### src/rtl/glyph_fetch_arbiter_pkg.sv
`default_nettype none
// ============================================================================
// Module   : glyph_fetch_arbiter_pkg
// Brief    : Shared display constants for glyph fetch. Pixel bit 0 is the
//            leftmost pixel of a glyph row.
// Revision : 1.0 - initial release
// ============================================================================
package glyph_fetch_arbiter_pkg;

    localparam int GLYPH_W = 16;
    localparam int GLYPH_H = 16;
    localparam int ROW_W   = 4;

    // Pointer increment that wraps for any requester count, power of two or not.
    function automatic int wrap_inc(input int idx, input int n);
        return (idx >= n - 1) ? 0 : idx + 1;
    endfunction

endpackage
`default_nettype wire

### src/rtl/glyph_fetch_arbiter_if.sv
`default_nettype none
// ============================================================================
// Module   : glyph_fetch_arbiter_if
// Brief    : Requester, ROM-bank and response bundle of the glyph fetch arbiter.
// Revision : 1.0 - initial release
// ============================================================================
interface glyph_fetch_arbiter_if
    import glyph_fetch_arbiter_pkg::*;
#(
    parameter int NREQ   = 4,
    parameter int CODE_W = 4
);
    localparam int ID_W = $clog2(NREQ);

    logic [NREQ-1:0]        req_valid;
    logic [NREQ*CODE_W-1:0] req_code;
    logic [NREQ*ROW_W-1:0]  req_row;
    logic [NREQ-1:0]        req_ready;
    logic [CODE_W-1:0]      rom_code;
    logic [ROW_W-1:0]       rom_addr;
    logic [GLYPH_W-1:0]     rom_data;
    logic [NREQ-1:0]        rsp_valid;
    logic [GLYPH_W-1:0]     rsp_data;
    logic [ID_W-1:0]        rsp_id;

    // Environment side: requesters plus the ROM bank
    modport master (
        output req_valid, req_code, req_row, rom_data,
        input  req_ready, rom_code, rom_addr, rsp_valid, rsp_data, rsp_id
    );

    // Arbiter side
    modport slave (
        input  req_valid, req_code, req_row, rom_data,
        output req_ready, rom_code, rom_addr, rsp_valid, rsp_data, rsp_id
    );

endinterface
`default_nettype wire

### src/rtl/glyph_fetch_arbiter_rr_arbiter.sv
`default_nettype none
// ============================================================================
// Module   : rr_arbiter
// Brief    : One-hot priority picker, round-robin from a pointer or fixed
//            priority (index 0 highest); reusable for shared display resources.
// Revision : 1.0 - initial release
// ============================================================================
module rr_arbiter #(
    parameter int N = 4
) (
    input  wire logic                 i_en,
    input  wire logic                 i_fixed_pri,
    input  wire logic [N-1:0]         i_req,
    input  wire logic [$clog2(N)-1:0] i_ptr,
    output logic      [N-1:0]         o_grant,
    output logic      [$clog2(N)-1:0] o_grant_idx,
    output logic                      o_grant_any
);
    localparam int PW = $clog2(N);

    always_comb begin
        int j;
        j           = 0;
        o_grant     = '0;
        o_grant_idx = '0;
        o_grant_any = 1'b0;
        if (i_en) begin
            // Fixed mode scans from 0; round-robin scans from the pointer with wrap.
            for (int k = 0; k < N; k++) begin
                j = i_fixed_pri ? k : int'(i_ptr) + k;
                if (j >= N) begin
                    j = j - N;
                end
                if (!o_grant_any && i_req[j]) begin
                    o_grant[j]  = 1'b1;
                    o_grant_idx = PW'(j);
                    o_grant_any = 1'b1;
                end
            end
        end
    end

endmodule
`default_nettype wire

### src/rtl/glyph_fetch_arbiter.sv
`default_nettype none
// ============================================================================
// Module   : glyph_fetch_arbiter
// Brief    : Shares one glyph ROM bank among NREQ requesters; grants one per
//            cycle and returns the registered row one cycle later.
// Revision : 1.0 - initial release
// ============================================================================
module glyph_fetch_arbiter
    import glyph_fetch_arbiter_pkg::*;
#(
    parameter int NREQ   = 4,
    parameter int CODE_W = 4
) (
    input  wire logic              clk,
    input  wire logic              clr_n,
    input  wire logic              en,
    input  wire logic              fixed_pri,
    glyph_fetch_arbiter_if.slave   bus
);
    localparam int ID_W = $clog2(NREQ);

    logic [NREQ-1:0]    w_grant;
    logic [ID_W-1:0]    w_grant_idx;
    logic               w_grant_any;
    logic [ID_W-1:0]    w_sel;

    logic [ID_W-1:0]    r_rr_ptr;
    logic [NREQ-1:0]    r_rsp_valid;
    logic [GLYPH_W-1:0] r_rsp_data;
    logic [ID_W-1:0]    r_rsp_id;

    rr_arbiter #(
        .N (NREQ)
    ) u_rr_arbiter (
        .i_en        (en),
        .i_fixed_pri (fixed_pri),
        .i_req       (bus.req_valid),
        .i_ptr       (r_rr_ptr),
        .o_grant     (w_grant),
        .o_grant_idx (w_grant_idx),
        .o_grant_any (w_grant_any)
    );

    // Idle cycles present requester 0's slices; the bank ignores them.
    assign w_sel         = w_grant_any ? w_grant_idx : '0;
    assign bus.req_ready = w_grant;
    assign bus.rom_code  = bus.req_code[int'(w_sel)*CODE_W +: CODE_W];
    assign bus.rom_addr  = bus.req_row[int'(w_sel)*ROW_W +: ROW_W];

    // A grant is only ever issued to an asserted request, so grant == accept.
    always_ff @(posedge clk or negedge clr_n) begin
        if (!clr_n) begin
            r_rr_ptr    <= '0;
            r_rsp_valid <= '0;
            r_rsp_data  <= '0;
            r_rsp_id    <= '0;
        end else if (w_grant_any) begin
            r_rr_ptr    <= ID_W'(wrap_inc(int'(w_grant_idx), NREQ));
            r_rsp_valid <= w_grant;
            r_rsp_data  <= bus.rom_data;
            r_rsp_id    <= w_grant_idx;
        end else begin
            r_rsp_valid <= '0;
        end
    end

    assign bus.rsp_valid = r_rsp_valid;
    assign bus.rsp_data  = r_rsp_data;
    assign bus.rsp_id    = r_rsp_id;

endmodule
`default_nettype wire

### src/flat_wrapper.sv
// flat-port wrapper written by rule: the top's interface ports become plain ports
module glyph_fetch_arbiter_flat import glyph_fetch_arbiter_pkg::*;
#(
    parameter int NREQ   = 4,
    parameter int CODE_W = 4
)
  (clk, clr_n, en, fixed_pri, bus_req_valid, bus_req_code, bus_req_row, bus_rom_data, bus_req_ready, bus_rom_code, bus_rom_addr, bus_rsp_valid, bus_rsp_data, bus_rsp_id);
  glyph_fetch_arbiter_if #(.NREQ(NREQ), .CODE_W(CODE_W)) bus_i ();
  input  wire logic clk;
  input  wire logic clr_n;
  input  wire logic en;
  input  wire logic fixed_pri;
  input wire logic [$bits(bus_i.req_valid)-1:0] bus_req_valid;
  input wire logic [$bits(bus_i.req_code)-1:0] bus_req_code;
  input wire logic [$bits(bus_i.req_row)-1:0] bus_req_row;
  input wire logic [$bits(bus_i.rom_data)-1:0] bus_rom_data;
  output wire logic [$bits(bus_i.req_ready)-1:0] bus_req_ready;
  output wire logic [$bits(bus_i.rom_code)-1:0] bus_rom_code;
  output wire logic [$bits(bus_i.rom_addr)-1:0] bus_rom_addr;
  output wire logic [$bits(bus_i.rsp_valid)-1:0] bus_rsp_valid;
  output wire logic [$bits(bus_i.rsp_data)-1:0] bus_rsp_data;
  output wire logic [$bits(bus_i.rsp_id)-1:0] bus_rsp_id;
  assign bus_i.req_valid = bus_req_valid;
  assign bus_i.req_code = bus_req_code;
  assign bus_i.req_row = bus_req_row;
  assign bus_i.rom_data = bus_rom_data;
  assign bus_req_ready = bus_i.req_ready;
  assign bus_rom_code = bus_i.rom_code;
  assign bus_rom_addr = bus_i.rom_addr;
  assign bus_rsp_valid = bus_i.rsp_valid;
  assign bus_rsp_data = bus_i.rsp_data;
  assign bus_rsp_id = bus_i.rsp_id;
  glyph_fetch_arbiter #(.NREQ(NREQ), .CODE_W(CODE_W)) u_core (.clk(clk), .clr_n(clr_n), .en(en), .fixed_pri(fixed_pri), .bus(bus_i));
endmodule
### config.mk
export PLATFORM = sky130hd
export DESIGN_NAME = glyph_fetch_arbiter_flat
export DESIGN_NICKNAME = d
export VERILOG_FILES = /design/src/rtl/glyph_fetch_arbiter_pkg.sv /design/src/rtl/glyph_fetch_arbiter_if.sv /design/src/rtl/glyph_fetch_arbiter_rr_arbiter.sv /design/src/rtl/glyph_fetch_arbiter.sv /design/src/flat_wrapper.sv
export SDC_FILE = /design/constraint.sdc
export NUM_CORES = 1
export LEC_CHECK = 0
export BUFFER_PORTS_ARGS = -buffer_cell sky130_fd_sc_hd__buf_2
export CAP_MARGIN = 20
export CORE_MARGIN = 2
export CORE_UTILIZATION = 40
export CTS_BUF_LIST = sky130_fd_sc_hd__clkbuf_4 sky130_fd_sc_hd__clkbuf_8
export DETAILED_ROUTE_END_ITERATION = 16
export PLACE_DENSITY_LB_ADDON = 0.2
export REMOVE_ABC_BUFFERS = 1
export SYNTH_ARGS = -nofsm -noshare
export SYNTH_HDL_FRONTEND = slang
export SYNTH_SLANG_ARGS = --single-unit
### constraint.sdc
create_clock -name clk -period 2.8 [get_ports clk]
set_input_delay 0.14 -clock clk [delete_from_list [all_inputs] [get_ports clk]]
set_output_delay 0.14 -clock clk [all_outputs]
set_load 0.05 [all_outputs]
; ---- After elaboration in Yosys (flattened, before gate mapping)
; Cells that the tools add are included.
[totals]
out_inout_bits = 34
register_bits = 24
elab_cells = 96
in_bits = 56
[op_classes]
add_sub_neg = 8
mux = 56
shifts = 2
n_reduce_logical = 10
n_bitwise = 3
magnitude_cmp = 13
[op_table]
columns = op, count
row1 = two-way mux 32 bit, 8
row2 = "greater-or-equal comparator 32 x 1 -> 1 bit, second input constant", 4
row3 = "< comparator 32 x 4 -> 1 bit, second input constant", 4
row4 = two-way mux 4 bit, 9
row5 = indexed part select 16 x 5 -> 4 bit, 2
row6 = two-way mux 1 bit, 20
row7 = two-way mux 2 bit, 8
row8 = bitwise OR 4 bit, 3
row9 = "subtractor 3 x 3 -> 4 bit, second input constant", 3
row10 = "greater-or-equal comparator 3 bit, second input constant", 3
row11 = two-way mux 3 bit, 3
row12 = binary-select mux 1 bit (select 2 bit), 4
row13 = demux 1 bit (select 2 bit), 4
row14 = logical AND 1 bit, 7
row15 = "adder 2 x 2 -> 3 bit, second input constant", 2
row16 = "subtractor 2 x 3 -> 4 bit, second input constant", 1
row17 = "adder 2 x 1 -> 3 bit, second input constant", 1
row18 = "greater-or-equal comparator 2 x 3 -> 1 bit, second input constant", 1
row19 = zero test 1 bit, 3
row20 = "adder 2 x 1 -> 2 bit, second input constant", 1
row21 = "greater-or-equal comparator 2 bit, second input constant", 1

; ---- Logic depth before layout (Yosys ltp)
; Gate-level depths: netlist of run 1.
[logic_depth]
word_depth = 23
depth_mapped = 9
mapped_depth_nobuf = 6

; ---- Cells and area by module
; From an unflattened synthesis of run 1, not the netlist that was laid out.
[hier_totals]
cells_unflattened = 161
area_unflattened_um2 = 1661.6
[by_module_without_submodules]
columns = module, cells_each, seq_area_each_um2, n_inst, area_each_um2
row1 = glyph_fetch_arbiter, 91, 600.6, 1, 1157.4
row2 = rr_arbiter, 70, 0.0, 1, 504.2

; ---- Least setup slack after synthesis of run 1
; No wires, ideal clock.
[synth_path]
path_kind = register -> output
from = reg u_core.r_rr_ptr[0]
to = out bus_req_ready[2]
t_arrival_ps = 2627
path_stages_with_launch = 8
required_time_ps = 2660
path_buffers = 1
path_slack_ps = 33
cell_sequence = dfrtp_1 > buf_4 > mux2i_1 > nand2_1 > o22ai_1 > and2_4 > o21ai_0 > a211oi_1
[synth_via]
elab_chain_cells = 21
elab_cells_between_ends = 78
cone_classes = add/sub (7) / order compare (12) / mux (46) / bitwise (3) / reduce/logical (10)
[synth_rtl]
columns = item, line
row1 = start: declaration, glyph_fetch_arbiter.sv:27  ; logic [ID_W-1:0] r_rr_ptr;
row2 = start signal: assignment, glyph_fetch_arbiter.sv:58  ; r_rr_ptr <= ID_W'(wrap_inc(int'(w_grant_idx), NREQ));
row3 = branches (longest 19 deep; another with greater-or-equal comparator 32 x 1 -> 1 bit), -
row4 = two-way mux 4 bit (*), glyph_fetch_arbiter_rr_arbiter.sv:34  ; if (!o_grant_any && i_req[j]) begin
row5 = two-way mux 4 bit (*), glyph_fetch_arbiter_rr_arbiter.sv:27  ; if (i_en) begin
row6 = end: declaration, flat_wrapper.sv:17  ; output wire logic [$bits(bus_i.req_ready)-1:0] bus_req_ready;
; Every way passes the cells marked *. The select of a mux whose other input is x is not followed.

; ---- Worst setup path after layout of run 1
[layout_path]
from = reg u_core.r_rr_ptr[0]
to = out bus_rom_code[2]
[layout_via]
elab_chain_cells = 23
elab_cells_between_ends = 56
cone_classes = add/sub (7) / order compare (4) / shift (1) / mux (38) / reduce/logical (6)
[layout_rtl]
columns = item, line
row1 = two-way mux 2 bit, glyph_fetch_arbiter_rr_arbiter.sv:30  ; j = i_fixed_pri ? k : int'(i_ptr) + k;
row2 = subtractor 2 x 3 -> 4 bit or greater-or-equal comparator 2 x 3 -> 1 bit (tied branches), "glyph_fetch_arbiter_rr_arbiter.sv:32, glyph_fetch_arbiter_rr_arbiter.sv:31"
row3 = two-way mux 32 bit, glyph_fetch_arbiter_rr_arbiter.sv:31  ; if (j >= N) begin
row4 = two-way mux 32 bit, glyph_fetch_arbiter_rr_arbiter.sv:27
row5 = binary-select mux 1 bit (select 2 bit), glyph_fetch_arbiter_rr_arbiter.sv:34
row6 = two-way mux 1 bit (not written as such) (2 in a row), glyph_fetch_arbiter_rr_arbiter.sv:34
row7 = two-way mux 1 bit, glyph_fetch_arbiter_rr_arbiter.sv:34
row8 = two-way mux 1 bit, glyph_fetch_arbiter_rr_arbiter.sv:27
row9 = (+6 left out), -
row10 = two-way mux 1 bit, glyph_fetch_arbiter_rr_arbiter.sv:34
row11 = two-way mux 1 bit, glyph_fetch_arbiter_rr_arbiter.sv:27
row12 = zero test 1 bit, glyph_fetch_arbiter_rr_arbiter.sv:34
row13 = logical AND 1 bit, glyph_fetch_arbiter_rr_arbiter.sv:34
row14 = two-way mux 2 bit or two-way mux 1 bit (tied branches), glyph_fetch_arbiter_rr_arbiter.sv:34
row15 = two-way mux 2 bit or two-way mux 1 bit (tied branches), glyph_fetch_arbiter_rr_arbiter.sv:27
row16 = two-way mux 2 bit (*), glyph_fetch_arbiter.sv:45  ; assign w_sel = w_grant_any ? w_grant_idx : '0;
row17 = indexed part select 16 x 5 -> 4 bit (*), glyph_fetch_arbiter.sv:47  ; assign bus.rom_code = bus.req_code[int'(w_sel)*CODE_W +: CODE_W];
row18 = end: declaration, flat_wrapper.sv:18  ; output wire logic [$bits(bus_i.rom_code)-1:0] bus_rom_code;
; Mark *: on every way between the ends. The rest lies on a longest branch, timed or not. The select of a mux whose other input is x is not followed.

==> run metrics, run 1 <==
vias in the first global route 1369; status complete, no violations; Register Area 603 um^2; IO buf count 89; Root Driver clkbuf_8; Inst Count DP 290; Die Area 4720 um^2; setup TNS 0 ns; vias per cell 5.38; final wirelength 4.05 mm; Async SR Flop Fraction 1.00; Synth Register Bits 24; share of the synthesized area in the top cell type 0.359; CTS Buffer Depth 2; Synth Instances 157; Via Count 1604; All-Layer GR Usage 0.168; initial antenna violation count 0; dominant cells by area after synthesis dfrtp_1, mux2i_1, mux2_2; hpwl dp 3.07 mm; First-pass DRT Iterations 4; largest net degree at the start of global routing 25; CTS tree yes; relative slew slack 0.667; max_cap viols 0; Worst Clk Skew 0.00247 ns; register area share after synthesis 0.359; row count 23; PwrDens 706 nW/um^2; area of the multi-input gates 996 um^2; Worst-Margin Slew 0.500 ns; final period utilization 0.952; path category of the worst min-delay check in2reg; post-layout util 0.572; top_reg_cell synth dfrtp_1; # fillers 364; first-pass GRT wire length 6.00 mm; hold depth 2; yosys warns 0; Core ar. 4000 um^2; WL per Instance 13.6 um; grt ovf 0; starting density of the core 0.418; WP data required 2.66 ns; I/O Pins 90; cell taking the most area after synthesis dfrtp_1; internal reg-to-reg setup slack 0.76 ns; # clock sinks 24; Synth cell types 49; Min Clock Period, post-route 2.67 ns; worst hold start bus_rom_data[14]; Synth top cells by count mux2i_1, dfrtp_1, mux2_2; worst vdd ir 0.000322 V; worst skew pair latency 0.26 ns; endpoints failing setup 0; RR Startpoint u_core.r_rr_ptr[0]; number of synthesized flops with an enable pin 0; CTS buffer count 3; CP startpoint u_core.r_rr_ptr[0]; Synth Area per Inst 10.7 um^2; DRC 0; ant diodes 0; Post-DRT Antenna Nets 0; DIE HEIGHT 68.7 um; Crit Path Class reg2out; crit path DAT 2.53 ns; Slew Viols, Final 0; H-Tree Level Count 1; nets@finish 305; top-count cell post-synth mux2i_1; CP endpoint kind output port; non-filler instance count after layout 298; Max Fclk 375 MHz; Max FO, Critical Path 9; Worst-path clk slew 0.08 ns; Die Wd 68.7 um; Lkg Pwr 1.08 nW; Final Hold Viols 0; R2R cell count 8; Post-Syn Area 1670 um^2; Placer Congestion 0.864; Setup crit start kind register; synthesis-to-layout area growth 36.8%; layout cells sized above 1 0.536; overall power 1.62 mW; RSZ-0062 raised after global routing no; Iter 0 DRT Violations 98
[cells by family (layout without fill, tap and decap cells)]
logic type | after synthesis | in the layout | synth area share
buffers and inverters | 16 | 107 | 0.0658
muxes | 41 | 41 | 0.257
and+or+nand+nor | 37 | 37 | 0.138
DFF | 24 | 24 | 0.359
AOI/OAI and AO/OA | 39 | 39 | 0.180
[power by group]
| group | leakage (nW) | switching, mW | internal [mW] |
|---|---|---|---|
| logic | 0.766 | 0.599 | 0.333 |
| registers | 0.286 | 0.0532 | 0.406 |
| clock network | 0.0288 | 0.0994 | 0.125 |
| total | 1.08 | 0.752 | 0.864 |
[metrics by stage]
stage / hold WS (ns) / cell area (um^2) / setup WS, ns
floorplan: -0.156 / 1580 / -1.06
global placement: 0.148 / 2160 / 0.222
detailed placement: 0.141 / 2160 / 0.196
CTS: 0.0992 / 2250 / 0.0240
global route: 0.0958 / 2290 / 0.00925
finish: 0.106 / 2290 / 0.133
[layout by cell type, fill, tap and decap left out, types with 2 or more instances in the layout]
cell       n
a211oi_1   3
a21oi_1    6
a31oi_1    2
and3_1     2
buf_2     82
buf_4     14
clkbuf_8   4
dfrtp_1   22
dfrtp_2    2
inv_1      3
mux2_2    16
mux2i_1   25
nand2_1    6
nand2b_1   2
nand3_1    2
nand3b_1   4
nor2_1     4
nor2b_1    5
nor3_1     2
o211ai_1   2
o21a_1     2
o21ai_0    2
o31a_1     5
or2_2      2
[repair_timing]
item                       4_1_cts  5_1_grt
pin swaps                        0        1
setup endpoints to repair        8        8
gates cloned                     0        0
hold endpoints to repair        24        0
hold buffers                     1        0
setup buffers                    0        3
gates resized for setup          9        5
[worst paths after layout]
path	to
max	bus_rom_code[2]
max in group asynchronous	u_core.r_rr_ptr[0]
min in group asynchronous	u_core.bus.rsp_data[9]
min reg2reg	u_core.bus.rsp_id[0]
min	u_core.bus.rsp_data[14]
max reg2reg	u_core.r_rr_ptr[1]
[per-layer routing]
| layer | wire length [um] | track usage | up-vias |
|---|---|---|---|
| met2 | 1980 | 0.304 | 105 |
| met4 | 40 | 0.0375 | 0 |
| met3 | 392 | 0.0325 | 6 |
| met1 | 1640 | 0.205 | 719 |
| met5 | 0 | 0 | - |
| li1 | - | - | 774 |
[worst max-delay path, stage by stage (launching register included)]
cell and delay [ns]:
dfrtp_2 0.45, buf_2 0.21, nor4bb_1 0.32, a31oi_1 0.11
o22ai_2 0.21, and2_4 0.20, o311a_1 0.18, buf_6 0.16
mux2i_1 0.21, buf_4 0.22
[cell type report]
| class | count | area share |
|---|---|---|
| inverter | 4 | 0.00656 |
| timing repair buffer | 99 | 0.243 |
| multi-input combinational | 117 | 0.435 |
| sequential | 24 | 0.264 |
| tap | 50 | 0.0273 |
| clock buffer | 4 | 0.0241 |
[registers in the layout, indices dropped and copies added (netlist names)]
register,cells
u_core.bus.rsp_data,16
u_core.bus.rsp_valid,4
u_core.r_rr_ptr,2
u_core.bus.rsp_id,2
No activity file was read; power rests on OpenSTA's default activity.
==> run 2: changes to the inputs <==
--- a/config.mk
+++ b/config.mk
@@ -5,12 +5,14 @@
 export SDC_FILE = /design/constraint.sdc
 export NUM_CORES = 1
 export LEC_CHECK = 0
+export ABC_AREA = 1
 export BUFFER_PORTS_ARGS = -buffer_cell sky130_fd_sc_hd__buf_2
 export CAP_MARGIN = 20
 export CORE_MARGIN = 2
 export CORE_UTILIZATION = 40
 export CTS_BUF_LIST = sky130_fd_sc_hd__clkbuf_4 sky130_fd_sc_hd__clkbuf_8
 export DETAILED_ROUTE_END_ITERATION = 16
+export HOLD_SLACK_MARGIN = 0.1
 export PLACE_DENSITY_LB_ADDON = 0.2
 export REMOVE_ABC_BUFFERS = 1
 export SYNTH_ARGS = -nofsm -noshare
==> run 2 against run 1 <==
Against the previous run: sequential cell count unchanged; largest power group unchanged; sequential share of layout area down 1.9 points; hold slack worse by 0.0060 ns; non-clock buffer count up 8; first-iteration DRC count down 27%; clock power down 16%; cell count up 42%; via count up 24%; clock skew up 0.0036 ns; area after synthesis up 7.1%; global-route usage up 1.6 points; maximum frequency up 5.2%.
==> run metrics, run 2 <==
Max FO, Critical Path 20 (was 9); status complete, no violations (unchanged); Largest register FFs 16 (unchanged); Slew Viols, Final 0 (unchanged); WHS 0.100 ns (was 0.106 ns); Min Clock Period, post-route 2.54 ns (was 2.67 ns); DRC 0 (unchanged); Crit-path slowest cell dfrtp_2 (unchanged); yosys warns 0 (unchanged); CTS tree yes (unchanged); Via Count 1994 (was 1604); Setup crit start kind register (unchanged); Placer Congestion 0.838 (was 0.864); Worst Clk Skew 0.00611 ns (was 0.00247 ns); nets@finish 430 (was 305); DP Worst Slack 0.359 ns (was 0.196 ns); Max Fclk 394 MHz (was 375 MHz); register area share after synthesis 0.335 (was 0.359); synthesis-to-layout area growth 37.2% (was 36.8%); Lkg Pwr 1.53 nW (was 1.08 nW); initial antenna violation count 0 (unchanged); hpwl dp 3.37 mm (was 3.07 mm); PwrDens 899 nW/um^2 (was 706 nW/um^2); grt ovf 0 (unchanged); dominant cells by area after synthesis dfrtp_1, nand2_1, inv_1 (was dfrtp_1, mux2i_1, mux2_2); Root Driver clkbuf_8 (unchanged); Register Area 602 um^2 (was 603 um^2); R2R cell count 11 (was 8); Post-Syn Area 1790 um^2 (was 1670 um^2); CP endpoint kind output port (unchanged); Worst-Margin Slew 0.515 ns (was 0.500 ns); Post-DRT Antenna Nets 0 (unchanged); internal reg-to-reg setup slack 0.63 ns (was 0.76 ns); Final Hold Viols 0 (unchanged); Synth Area per Inst 6.56 um^2 (was 10.7 um^2); WP data required 2.66 ns (about the same); All-Layer GR Usage 0.184 (was 0.168); largest stage delay on the critical path 0.48 ns (was 0.45 ns); layout cells sized above 1 0.317 (was 0.536); Synth Register Bits 24 (unchanged); worst vdd ir 0.000595 V (was 0.000322 V); Synth Instances 273 (was 157); final period utilization 0.906 (was 0.952); First-pass DRT Iterations 4 (unchanged); top-count cell post-synth nand2_1 (was mux2i_1); R2R Path End u_core.r_rr_ptr[0] (was u_core.r_rr_ptr[1]); H-Tree Level Count 1 (unchanged); starting density of the core 0.414 (was 0.418); post-layout util 0.569 (was 0.572); Die Wd 70.9 um (was 68.7 um); final wirelength 4.72 mm (was 4.05 mm); hold depth 3 (was 2); Async SR Flop Fraction 1.00 (unchanged); CP startpoint u_core.r_rr_ptr[0] (unchanged); Synth top cells by count nand2_1, inv_1, nand3_1 (was mux2i_1, dfrtp_1, mux2_2); WL per Instance 11.1 um (was 13.6 um); Setup Fix Bufs, Post-CTS 0 (unchanged); ant diodes 0 (unchanged); most used cell, CP nand2_1; IO buf count 89 (unchanged); crit path to bus_rom_addr[1] (was bus_rom_code[2]); # fillers 421 (was 364); I/O Pins 90 (unchanged); relative slew slack 0.657 (was 0.667); area of the multi-input gates 957 um^2 (was 996 um^2); DIE HEIGHT 70.9 um (was 68.7 um); first-pass GRT wire length 7.81 mm (was 6.00 mm); vias per cell 4.70 (was 5.38); Iter 0 DRT Violations 72 (was 98); worst hold start bus_rom_data[13] (was bus_rom_data[14]); Synth cell types 23 (was 49); commonest non-fill, non-tap cell in the layout nand2_1 (was buf_2); Inst Count DP 404 (was 290); share of the synthesized area in the top cell type 0.335 (was 0.359); RR Startpoint u_core.r_rr_ptr[0] (unchanged); largest net degree at the start of global routing 25 (unchanged); Crit Path Class reg2out (unchanged); number of synthesized flops with an enable pin 0 (unchanged); Cell Chain, Critical Path inv_2 > nor2_4 > nand2_1 > nand2_1 > nand2_1 > nand2_4 > nand3_2 > nand3_4 > nand3_4 > nand2_1 > nand3_1 > nand2_1 > buf_2 (was buf_2 > nor4bb_1 > a31oi_1 > o22ai_2 > and2_4 > o311a_1 > buf_6 > mux2i_1 > buf_4); most frequent cells in the layout nand2_1, buf_2, inv_1 (was buf_2, mux2i_1, dfrtp_1); endpoints failing setup 0 (unchanged); setup TNS 0 ns (unchanged); row count 24 (was 23); CTS buffer count 3 (unchanged); Die Area 5030 um^2 (was 4720 um^2); RSZ-0062 raised after global routing no (unchanged); # clock sinks 24 (unchanged); non-filler instance count after layout 424 (was 298); Worst-path clk slew 0.07 ns (was 0.08 ns); Buf/Inv on CP 2 (was 3); CTS Buffer Depth 2 (unchanged); path category of the worst min-delay check in2reg (unchanged); crit path DAT 2.40 ns (was 2.53 ns); cell taking the most area after synthesis dfrtp_1 (unchanged); vias in the first global route 1765 (was 1369); worst skew pair latency 0.26 ns (about the same); top_reg_cell synth dfrtp_1 (unchanged); Levels on crit path 13 (was 9); Core ar. 4320 um^2 (was 4000 um^2); top cell family by delay on the critical path simple AND/OR/NAND/NOR gates (was buffers and inverters); fin worst setup slack 0.264 ns (was 0.133 ns); max_cap viols 0 (unchanged)
-- run 2: kinds of logic after synthesis --
group,count (synthesis),synth area share
flops,24,0.335
buf+inv,58,0.142
simple gates,180,0.483
compound gates,11,0.0405
-- run 2: power by group --
| part | internal, mW | total [mW] | switching, mW | leakage, nW |
|---|---|---|---|---|
| registers | 0.433 | 0.495 | 0.0618 | 0.295 |
| clock network | 0.0957 | 0.190 | 0.0947 | 0.0216 |
| logic | 0.381 | 1.53 | 1.15 | 1.22 |
-- run 2: through the flow --
| stage | cell area, um^2 | total power [mW] |
|---|---|---|
| after global routing | 2460 | 2.37 |
| after detailed placement | 2240 | 1.98 |
| after global placement | 2240 | 1.98 |
| after CTS | 2440 | 2.19 |
| final | 2460 | 2.21 |
| after floorplan | 1710 | 1.64 |
-- run 2: worst register-to-register path: cells and delay by family (launching register included) --
family,cells,cell delay [ns]
and+or+nand+nor,7,1.03
DFF,1,0.48
AOI/OAI and AO/OA,1,0.18
buffers and inverters,3,0.38
-- run 2: routing by layer --
layer,routed length [um],up-vias,track usage
met3,293,2,0.0256
met4,22,0,0.0294
li1,-,1055,-
met2,2200,86,0.314
met1,2200,851,0.254
met5,0,-,0
-- run 2: what timing repair did --
action,in CTS,in global routing
hold buffers,16,0
endpoints found under the hold margin,39,0
endpoints found under the setup margin,0,11
gates resized for setup,0,3
-- run 2: how the worst min path moves through the flow --
stage	end	slack [ns]
final	u_core.bus.rsp_data[13]	0.10
after global routing	u_core.bus.rsp_data[13]	0.12
after CTS	u_core.bus.rsp_data[13]	0.10
after detailed placement	u_core.bus.rsp_data[15]	0.14
after global placement	u_core.bus.rsp_data[8]	0.14
after floorplan	u_core.bus.rsp_data[0]	-0.16
-- run 2: final cells by class --
class | instances | share of cell area
Clock buffer | 3 | 0.0168
Inverter | 46 | 0.0702
Multi-Input combinational cell | 192 | 0.389
Sequential cell | 24 | 0.245
Tap cell | 52 | 0.0265
Timing Repair Buffer | 107 | 0.252
==> run 3: changes to the inputs <==
==> constraint.sdc (replaced) <==
create_clock -name clk -period 3.2 [get_ports clk]
set_input_delay 0.16 -clock clk [delete_from_list [all_inputs] [get_ports clk]]
set_output_delay 0.16 -clock clk [all_outputs]
set_load 0.05 [all_outputs]
==> run 3 against run 2 <==
Against the previous run: cell count decreased by 0.94%; total power decreased by 12%; clock skew about the same; first-iteration DRC count decreased by 26%; hold slack improved by 0.0056 ns; sequential power decreased by 12%; non-clock buffer count decreased by 4; sequential share of layout area increased by 0.43 points; combinational power decreased by 14%; critical endpoint is now bus_rom_code[2]; largest cell class unchanged; highest routed layer unchanged.
==> run metrics, run 3 (synthesized netlist as in run 2, its figures left out) <==
CP endpoint kind output port (unchanged); Die Area 5030 um^2 (unchanged); # clock sinks 24 (unchanged); initial antenna violation count 0 (unchanged); CTS tree yes (unchanged); vias per cell 4.67 (was 4.70); grt ovf 0 (unchanged); nets@finish 425 (was 430); Final Hold Viols 0 (unchanged); IO buf count 89 (unchanged); worst hold start bus_rom_data[13] (unchanged); Iter 0 DRT Violations 53 (was 72); CP startpoint u_core.r_rr_ptr[0] (unchanged); Post-DRT Antenna Nets 0 (unchanged); Placer Congestion 0.838 (about the same); PwrDens 804 nW/um^2 (was 899 nW/um^2); RR Startpoint u_core.r_rr_ptr[0] (unchanged); worst skew pair latency 0.26 ns (about the same); CTS Buffer Depth 2 (unchanged); first-pass GRT wire length 7.51 mm (was 7.81 mm); Max FO, Critical Path 23 (was 20); path category of the worst min-delay check in2reg (unchanged); layout cells sized above 1 0.315 (was 0.317); most frequent cells in the layout nand2_1, buf_2, inv_1 (unchanged); starting density of the core 0.414 (unchanged); vias in the first global route 1785 (was 1765); max_cap viols 0 (unchanged); Via Count 1963 (was 1994); hpwl dp 3.35 mm (was 3.37 mm); CTS buffer count 3 (unchanged); endpoints failing setup 0 (unchanged); ant diodes 0 (unchanged); crit path DAT 2.61 ns (was 2.40 ns); setup TNS 0 ns (unchanged); worst vdd ir 0.000560 V (was 0.000595 V); WL per Instance 10.7 um (was 11.1 um); All-Layer GR Usage 0.178 (was 0.184); RSZ-0062 raised after global routing no (unchanged); status complete, no violations (unchanged); H-Tree Level Count 1 (unchanged); relative slew slack 0.660 (was 0.657); Slew Viols, Final 0 (unchanged); Crit Path Class reg2out (unchanged); Lkg Pwr 1.52 nW (was 1.53 nW); Worst Clk Skew 0.00606 ns (was 0.00611 ns); Die Wd 70.9 um (unchanged); Setup crit start kind register (unchanged); Worst-Margin Slew 0.510 ns (was 0.515 ns); row count 24 (unchanged); final wirelength 4.50 mm (was 4.72 mm); Largest register FFs 16 (unchanged); Root Driver clkbuf_8 (unchanged); WP data required 3.04 ns (was 2.66 ns); # fillers 445 (was 421); commonest non-fill, non-tap cell in the layout nand2_1 (unchanged); Core ar. 4320 um^2 (unchanged); largest net degree at the start of global routing 25 (unchanged); Design Area, Final 2410 um^2 (was 2460 um^2); Max Fclk 360 MHz; DRC 0 (unchanged); DIE HEIGHT 70.9 um (unchanged); First-pass DRT Iterations 5 (was 4); synthesis-to-layout area growth 34.6% (was 37.2%); DP Area 2240 um^2 (unchanged); Worst-path clk slew 0.08 ns (was 0.07 ns); Setup Fix Bufs, Post-CTS 0 (unchanged); Min Clock Period, post-route 2.77 ns; I/O Pins 90 (unchanged); final period utilization 0.867
-- run 3: timing repair --
| action | CTS | global route |
|---|---|---|
| hold buffers | 12 | 0 |
| resized for setup | 0 | 0 |
| hold endpoints to repair | 35 | 0 |
-- run 3: area by class of cell --
cell class,instances,area (um^2),area share
well taps,52,65.1,0.0270
repair buffers,103,581,0.241
inverters,46,173,0.0716
multi-input cells,191,937,0.389
flip-flops and latches,24,601,0.249
clock buffers,4,55.1,0.0228
-- run 3: worst paths after layout --
path | end | slack (ns) | cells after the start
max in group asynchronous | u_core.bus.rsp_data[6] | 2.44 | 2
worst min-delay path | u_core.bus.rsp_data[13] | 0.11 | 3
min in group asynchronous | u_core.bus.rsp_data[15] | 0.42 | 2
worst max-delay path | bus_rom_code[2] | 0.43 | 13
worst min register to register | u_core.bus.rsp_id[1] | 0.48 | 2
worst max register to register | u_core.r_rr_ptr[0] | 0.94 | 11
-- run 3: power by group --
| group | total [mW] | internal, mW | leakage, nW | switching, mW |
|---|---|---|---|---|
| Sequential | 0.435 | 0.377 | 0.296 | 0.0577 |
| Combinational | 1.31 | 0.323 | 1.19 | 0.985 |
| Clock | 0.197 | 0.109 | 0.0288 | 0.0875 |
| Total | 1.94 | 0.809 | 1.52 | 1.13 |
-- run 3: per-stage QoR --
stage	total power, mW	hold slack (ns)	utilization	setup WS (ns)	instances
2_1_floorplan	1.43	-0.136	-	0.676	261
3_3_place_gp	1.74	0.163	0.517	0.730	404
3_5_place_dp	1.74	0.171	0.517	0.709	404
4_1_cts	1.96	0.102	0.558	0.417	420
5_1_grt	2.07	0.101	0.558	0.186	420
6_report	1.94	0.106	0.558	0.426	420
-- run 3: worst max-delay path: stages, from the launching register on --
cell and delay (ns):
dfrtp_1 0.58, inv_2 0.09, nor2_4 0.17, nand2_1 0.07
nand2_1 0.08, nand2_1 0.09, nand2_4 0.12, nand3_2 0.12
nand3_4 0.21, nand3_4 0.26, nand2_1 0.16, nand3_1 0.09
nand2_1 0.07, buf_2 0.26
-- run 3: layer usage --
metal | part of all wire | vias to the layer above | GRT usage
li1 | - | 1041 | -
met3 | 0.061 | 2 | 0.0228
met4 | 0.0051 | 0 | 0.0314
met1 | 0.48 | 837 | 0.240
met5 | 0 | - | 0
met2 | 0.45 | 83 | 0.312
